File: config.mk
export PLATFORM = sky130hd
export DESIGN_NAME = rv32i_prog_loader
export DESIGN_NICKNAME = d
export VERILOG_FILES = /design/src/rtl/rv32i_prog_loader.sv
export SDC_FILE = /design/constraint.sdc
export NUM_CORES = 1
export LEC_CHECK = 0
export BUFFER_PORTS_ARGS = -buffer_cell sky130_fd_sc_hd__buf_2
export CAP_MARGIN = 25
export CORE_MARGIN = 2
export CORE_UTILIZATION = 42
export CTS_BUF_LIST = sky130_fd_sc_hd__clkbuf_8 sky130_fd_sc_hd__clkbuf_16
export CTS_CLUSTER_SIZE = 24
export DETAILED_ROUTE_END_ITERATION = 6
export SYNTH_ARGS = -nofsm -noshare
export SYNTH_HDL_FRONTEND = slang
export SYNTH_SLANG_ARGS = --single-unit
File: constraint.sdc
create_clock -name clk -period 2.53 [get_ports clk]
set_clock_uncertainty 0.1 [all_clocks]
set_input_delay 0.253 -clock clk [delete_from_list [all_inputs] [get_ports clk]]
set_output_delay 0.253 -clock clk [all_outputs]
set_load 0.05 [all_outputs]
File: src/rtl/rv32i_prog_loader.sv
// Run-time program loader for rv32i_core: takes a length-prefixed little-endian byte stream,
// writes it into instruction memory, then releases the core and waits for it to halt.
module rv32i_prog_loader #(
  parameter int unsigned IMEM_WORDS = 256,
  parameter int unsigned IMEM_AW    = 8
) (
  input  logic               clk,
  input  logic               rst,
  input  logic               in_valid,
  input  logic [7:0]         in_data,
  output logic               in_ready,
  output logic               imem_we,
  output logic [IMEM_AW-1:0] imem_addr,
  output logic [31:0]        imem_wdata,
  output logic               core_rst_n,
  input  logic               core_halted,
  output logic               done,
  output logic               err,
  output logic [15:0]        word_count
);

  typedef enum logic [2:0] {
    LEN_LO,
    LEN_HI,
    DATA,
    FLUSH,
    RUN,
    DONE,
    ERR
  } state_t;

  state_t             state;
  state_t             state_next;
  logic [15:0]        len;
  logic [15:0]        len_full;
  logic [1:0]         byte_idx;
  logic [IMEM_AW-1:0] word_idx;
  logic [23:0]        asm_lo;
  logic               run_first;
  logic               xfer;
  logic               last_word;

  assign xfer      = in_valid & in_ready;
  assign len_full  = {in_data, len[7:0]};
  assign last_word = (32'(word_idx) + 32'd1) == 32'(len);

  always_ff @(posedge clk) begin
    if (rst) state <= LEN_LO;
    else     state <= state_next;
  end

  // Outputs decode only the state register, so none of them follows in_valid or core_halted
  always_comb begin
    state_next = state;
    in_ready   = 1'b0;
    core_rst_n = 1'b0;
    done       = 1'b0;
    err        = 1'b0;
    case (state)
      LEN_LO: begin
        in_ready = 1'b1;
        if (in_valid) state_next = LEN_HI;
      end
      LEN_HI: begin
        in_ready = 1'b1;
        if (in_valid) begin
          if (len_full == 16'd0)                  state_next = RUN;
          else if (32'(len_full) > IMEM_WORDS)    state_next = ERR;
          else                                    state_next = DATA;
        end
      end
      DATA: begin
        in_ready = 1'b1;
        if (in_valid && byte_idx == 2'd3 && last_word) state_next = FLUSH;
      end
      FLUSH: state_next = RUN;
      RUN: begin
        core_rst_n = 1'b1;
        if (core_halted && !run_first) state_next = DONE;
      end
      DONE: begin
        core_rst_n = 1'b1;
        done       = 1'b1;
      end
      ERR:     err = 1'b1;
      default: state_next = LEN_LO;
    endcase
  end

  always_ff @(posedge clk) begin
    if (rst) begin
      len        <= '0;
      byte_idx   <= '0;
      word_idx   <= '0;
      asm_lo     <= '0;
      imem_we    <= 1'b0;
      imem_addr  <= '0;
      imem_wdata <= '0;
      word_count <= '0;
      run_first  <= 1'b1;
    end else begin
      imem_we   <= 1'b0;
      // High only during the first RUN cycle, while the core is still leaving reset
      run_first <= (state != RUN);
      if (imem_we) word_count <= word_count + 16'd1;
      case (state)
        LEN_LO: if (xfer) len[7:0] <= in_data;
        LEN_HI: begin
          if (xfer) begin
            len[15:8] <= in_data;
            byte_idx  <= '0;
            word_idx  <= '0;
          end
        end
        DATA: begin
          if (xfer) begin
            byte_idx <= byte_idx + 2'd1;
            case (byte_idx)
              2'd0: asm_lo[7:0]   <= in_data;
              2'd1: asm_lo[15:8]  <= in_data;
              2'd2: asm_lo[23:16] <= in_data;
              2'd3: begin
                imem_we    <= 1'b1;
                imem_addr  <= word_idx;
                imem_wdata <= {in_data, asm_lo};
                if (!last_word) word_idx <= word_idx + IMEM_AW'(1);
              end
            endcase
          end
        end
        default: ;
      endcase
    end
  end

endmodule

==> metrics.yaml, run 1 <==
fmax_mhz: 406
cts_root_buffer: "clkbuf_8"
hold_path_class: "input port to flip-flop"
htree_levels: 3
ys_warn_count: 0
final_hold_viol_count: 0
finalNetCount: 653
synth_edf_count: 0
dr_total_vias: 4052
setup_violations: 0
vias_per_cell: 5.19
syn_area_um2: 4630
antenna_left: 0
syn-instance-count: 572
ios: 73
grt_start_max_net_pins: 73
wl_per_cell_um: 14.2
die_w_um: 109
mostFrequentLayoutCells: "144 x nand2_1, 108 x dfxtp_1, 82 x a21oi_1"
clockBufferDepth: 2
cts_tree: "built"
maxSlewViolCount: 0
end_kind: "flip-flop"
die_y_um: 109
fin_crit_ns: 2.46
cp.required_ns: 2.70
grt_usage: 0.192
drive_above_1_share: 0.197
startpoint_type: "flip-flop"
clk_pin_slew_ns: 0.11
cts_hold_buffers: 0
path_max_fanout: 9
p_total_w: 0.00314
max_slew_margin: 0.510
drtIter0Drc: 300
rows: 38
max-vdd-ir-drop_mv: 0.303
post-route-period-util: 0.974
dieArea_um2: 11900
synthFlopType: "dfxtp_1"
drt_pass1_iterations: 4
powerDensity_nw_per_um2: 583
cap_violations: 0
layout-area-overhead-vs-synth_pct: 16.3
ys_types: 49
cts_made_buffers: 9
syn_nets: 590
remaining_drc_errors: 0
worstSkewPairLatency_ns: 0.38
async_flop_share: 0
synth_seq_cells: 111
totalWireLength_um: 11000
gp_congestion: 0.825
worstSetupPathType: "flip-flop to flip-flop"
placed_area_um2: 5150
overflow: 0
grt_pass1_wl_um: 18100
p_leak_nw: 2.08
seq_area_frac_synth: 0.480
antenna_found_initial: 0
n_antenna_cell: 0
dp_hpwl_um: 7590
cp.arrival_ns: 2.64
coreArea_um2: 10800
outcome: "finished clean"
worstMarginPinSlew_ns: 0.735
syn_avg_cell_area_um2: 8.10
final_core_util: 0.499
initial_core_util: 0.429
first_global_vias: 3711
layout_commonest_cell: "nand2_1"
clock-sinks: 111
portBuffers: 72
fin_area_um2: 5390
worst paths after layout:
path                             startpoint                           to  slack (ns)  cells after the start
setup reg to reg   word_idx[1]$_SDFFE_PP0P_     word_idx[2]$_SDFFE_PP0P_        0.07                      9
hold reg to reg   imem_addr[4]$_SDFFE_PP0P_    imem_addr[4]$_SDFFE_PP0P_        0.35                      2
hold / removal                   in_data[1]  imem_wdata[25]$_SDFFE_PP0P_        0.10                      3
setup / recovery   word_idx[1]$_SDFFE_PP0P_     word_idx[2]$_SDFFE_PP0P_        0.07                      9
through the flow:
step | setup TNS, ns | std cells | setup slack [ns] | hold slack [ns]
detailed placement | -0.0825 | 762 | -0.0270 | 0.345
CTS | 0 | 780 | 0.0184 | 0.0932
floorplan | 0 | 572 | 0.0228 | 0.289
finish | 0 | 780 | 0.0666 | 0.102
global placement | 0 | 762 | 0.0526 | 0.340
global route | -0.00336 | 780 | -0.00336 | 0.0942
metal layers:
| layer | up-vias | track usage | part of all wire |
|---|---|---|---|
| met5 | - | 0 | 0 |
| met4 | 0 | 0.0614 | 0.0097 |
| met3 | 10 | 0.0377 | 0.049 |
| met2 | 92 | 0.292 | 0.44 |
| met1 | 1888 | 0.273 | 0.50 |
| li1 | 2062 | - | - |
area by class of cell:
| type | count | area, um2 |
|---|---|---|
| Clock inverter | 6 | 61.3 |
| Fill cell | 1069 | 5410 |
| Sequential cell | 111 | 2230 |
| Multi-Input combinational cell | 416 | 2260 |
| Tap cell | 140 | 175 |
| Inverter | 6 | 22.5 |
| Clock buffer | 10 | 138 |
| Timing Repair Buffer | 91 | 505 |
Yosys cell counts (2+ instances only):
library cell / n / area, um2
ha_1: 6 / 75.1
nor3b_1: 2 / 15.0
a21oi_1: 82 / 410
and2_1: 5 / 31.3
xor2_1: 14 / 123
dfxtp_1: 111 / 2220
o21ai_0: 9 / 45.0
a211oi_1: 2 / 15.0
nand4_1: 6 / 37.5
nand2_1: 144 / 541
and3_1: 4 / 25.0
buf_6: 2 / 22.5
and4_1: 2 / 17.5
inv_1: 6 / 22.5
nor3_1: 7 / 35.0
a221o_1: 4 / 40.0
nor2_1: 43 / 161
xnor2_1: 8 / 70.1
clkbuf_1: 33 / 124
or3_1: 5 / 31.3
and4_2: 2 / 20.0
nor4_1: 4 / 25.0
nand3_1: 34 / 170
buf_1: 2 / 7.51
a22o_1: 2 / 17.5
mux2i_1: 10 / 100
registers in the layout (all words and copies together) (netlist names):
register	count
asm_lo	24
byte_idx	2
imem_addr	8
imem_wdata	32
imem_we	1
len	16
run_first	1
state	3
word_count	16
word_idx	8
critical path, stage by stage, from the launching register on:
cell and delay, ns:
dfxtp_1 0.35, ha_2 0.22, nand3_4 0.12, or3_2 0.50, o2111ai_2 0.14, a2111oi_4 0.09, buf_4 0.17, buf_4 0.13
o31a_2 0.32, a22o_1 0.23
kinds of logic (layout without fill, tap and decap cells):
family	Yosys count	after routing	synth area share
adder cells (fa/ha/maj)	6	6	0.0162
AO/OA/AOI/OAI	112	112	0.142
multiplexers	11	11	0.0240
XOR/XNOR	22	22	0.0416
AND/OR/NAND/NOR	265	265	0.255
flip-flops	111	111	0.480
buffers and inverters	45	113	0.0408
timing repair:
action / 4_1_cts / 5_1_grt
gates resized for setup: 0 / 7
pin swaps: 1 / 0
setup buffers: 2 / 0
setup endpoints to repair: 4 / 8
hold endpoints to repair: 0 / 0
gates cloned: 0 / 0
where the power goes:
part,total (W),switching (W),internal (W)
Clock,0.00106,0.000645,0.000412
Sequential,0.00181,0.0000351,0.00178
Combinational,0.000275,0.000177,0.0000978
Note: power is estimated with default switching activity, not from simulation.
==> inputs of run 2 (changes only) <==
--- a/config.mk
+++ b/config.mk
@@ -12,6 +12,8 @@
 export CTS_BUF_LIST = sky130_fd_sc_hd__clkbuf_8 sky130_fd_sc_hd__clkbuf_16
 export CTS_CLUSTER_SIZE = 24
 export DETAILED_ROUTE_END_ITERATION = 6
+export PLACE_DENSITY_LB_ADDON = 0.12
+export REMOVE_ABC_BUFFERS = 1
 export SYNTH_ARGS = -nofsm -noshare
 export SYNTH_HDL_FRONTEND = slang
 export SYNTH_SLANG_ARGS = --single-unit
==> run 2 against run 1 <==
  * Sequential share of layout area grew 0.058 points
  * Clock-buffer cell count down 1
  * Clock power shrank 6%
  * Combinational power rose by 2%
==> metrics.yaml, run 2 (same netlist as run 1, synthesis figures left out) <==
grt_usage: 0.199  # +0.00734
mostFrequentLayoutCells: "144 x nand2_1, 108 x dfxtp_1, 82 x a21oi_1"
top_regs: "imem_wdata: 32 flops, asm_lo: 24 flops"
antenna_found_initial: 0  # unchanged
finalNetCount: 654  # +0.15%
post-route-period-util: 0.940  # -0.0338
worstMarginPinSlew_ns: 0.399  # -0.336 ns
clk_pin_slew_ns: 0.11  # about the same
powerDensity_nw_per_um2: 573  # -1.7%
cap_violations: 0  # unchanged
final_hold_viol_count: 0  # unchanged
maxSlewViolCount: 0  # unchanged
grt_start_max_net_pins: 39  # -47%
largest-register: "imem_wdata"
p_total_w: 0.00309  # -1.9%
startpoint_type: "flip-flop"
cp.arrival_ns: 2.55  # -0.09 ns
max_slew_margin: 0.727  # +0.217
largest_register_ffs: 32  # unchanged
htree_levels: 3  # unchanged
n_antenna_cell: 0  # unchanged
coreArea_um2: 10800  # unchanged
hold_path_class: "input port to flip-flop"
layout-area-overhead-vs-synth_pct: 16.2
fin_crit_ns: 2.38  # -0.0854 ns
fin_tns_setup_ns: 0  # unchanged
drive_above_1_share: 0.197  # -0.000307
ios: 73  # unchanged
gp_congestion: 0.817  # -0.93%
remaining_drc_errors: 0  # unchanged
grt_pass1_wl_um: 18400  # +2.0%
cts_setup_buffers: 0  # -2
clock-sinks: 111  # unchanged
rows: 38  # unchanged
setup_violations: 0  # unchanged
worstSkewPairLatency_ns: 0.38  # about the same
dr_total_vias: 4045  # -0.17%
overflow: 0  # unchanged
p_leak_nw: 2.06  # -0.55%
drtIter0Drc: 234  # -22%
first_global_vias: 3688  # -0.62%
worstSetupPathType: "flip-flop to flip-flop"
cts_tree: "built"
wl_per_cell_um: 14.3  # +1.2%
end_kind: "flip-flop"
vias_per_cell: 5.18  # -0.30%
die_w_um: 109  # unchanged
dieArea_um2: 11900  # unchanged
antenna_left: 0  # unchanged
layout_commonest_cell: "nand2_1"
path_max_fanout: 9  # unchanged
placedCellCount: 765  # +0.39%
cts_made_buffers: 9  # unchanged
drt_pass1_iterations: 5  # +1
dp_hpwl_um: 7750  # +2.1%
fmax_mhz: 421  # +3.6%
max-vdd-ir-drop_mv: 0.270  # -11%
layout.cells.non_filler: 781  # +0.13%
clockBufferDepth: 2  # unchanged
initial_core_util: 0.429  # unchanged
totalWireLength_um: 11200  # +1.3%
fillers: 1093  # +2.2%
portBuffers: 72  # unchanged
die_y_um: 109  # unchanged
outcome: "finished clean"
cp.required_ns: 2.71  # about the same
cts_root_buffer: "clkbuf_8"
run 2: metrics by stage:
stage	instance area (um2)	setup slack, ns	hold WS [ns]	utilization
after floorplan	4460	-2.86	0.222	-
after CTS	5350	0.0111	0.0742	0.496
after detailed placement	5170	0.0256	0.343	0.479
after global placement	5170	0.115	0.340	0.479
final	5380	0.152	0.0946	0.498
after global routing	5380	-0.000392	0.0865	0.498
run 2: layout make-up:
class,instances,area [um2],area share
Clock buffer,9,124,0.0230
Clock inverter,7,56.3,0.0105
Timing Repair Buffer,92,513,0.0953
Inverter,6,22.5,0.00419
Sequential cell,111,2230,0.414
Tap cell,140,175,0.0326
Multi-Input combinational cell,416,2260,0.421
run 2: what timing repair did:
action                     in CTS  in global routing
setup endpoints to repair       0                  9
resized for setup               0                  7
hold buffers                    0                  0
run 2: worst max-delay path: stages (launching register included):
cell	delay (ns)
dfxtp_2	0.37
ha_4	0.16
nand3_4	0.12
or3_2	0.48
o2111ai_1	0.19
a2111oi_4	0.12
buf_4	0.19
o31a_2	0.32
a22o_1	0.22
run 2: routing by layer:
layer  global-route usage  up-vias  share of wire
met5                    0        -              0
met4               0.0760        0          0.015
met3               0.0359       13          0.060
met2                0.317      102           0.46
met1                0.268     1869           0.47
li1                     -     2061              -
run 2: power by group:
group	switching [W]	leakage, nW	internal, W
sequential	0.0000273	0.898	0.00178
combinational	0.000182	1.08	0.0000989
clock	0.000630	0.0890	0.000370
total	0.000839	2.06	0.00225
run 2: worst paths after layout:
path / endpoint / start / slack, ns / depth (start not counted)
setup / recovery: word_idx[2]$_SDFFE_PP0P_ / word_idx[0]$_SDFFE_PP0P_ / 0.15 / 8
setup reg to reg: word_idx[2]$_SDFFE_PP0P_ / word_idx[0]$_SDFFE_PP0P_ / 0.15 / 8
hold / removal: imem_wdata[29]$_SDFFE_PP0P_ / in_data[5] / 0.09 / 3
hold reg to reg: imem_wdata[10]$_SDFFE_PP0P_ / imem_wdata[10]$_SDFFE_PP0P_ / 0.36 / 2
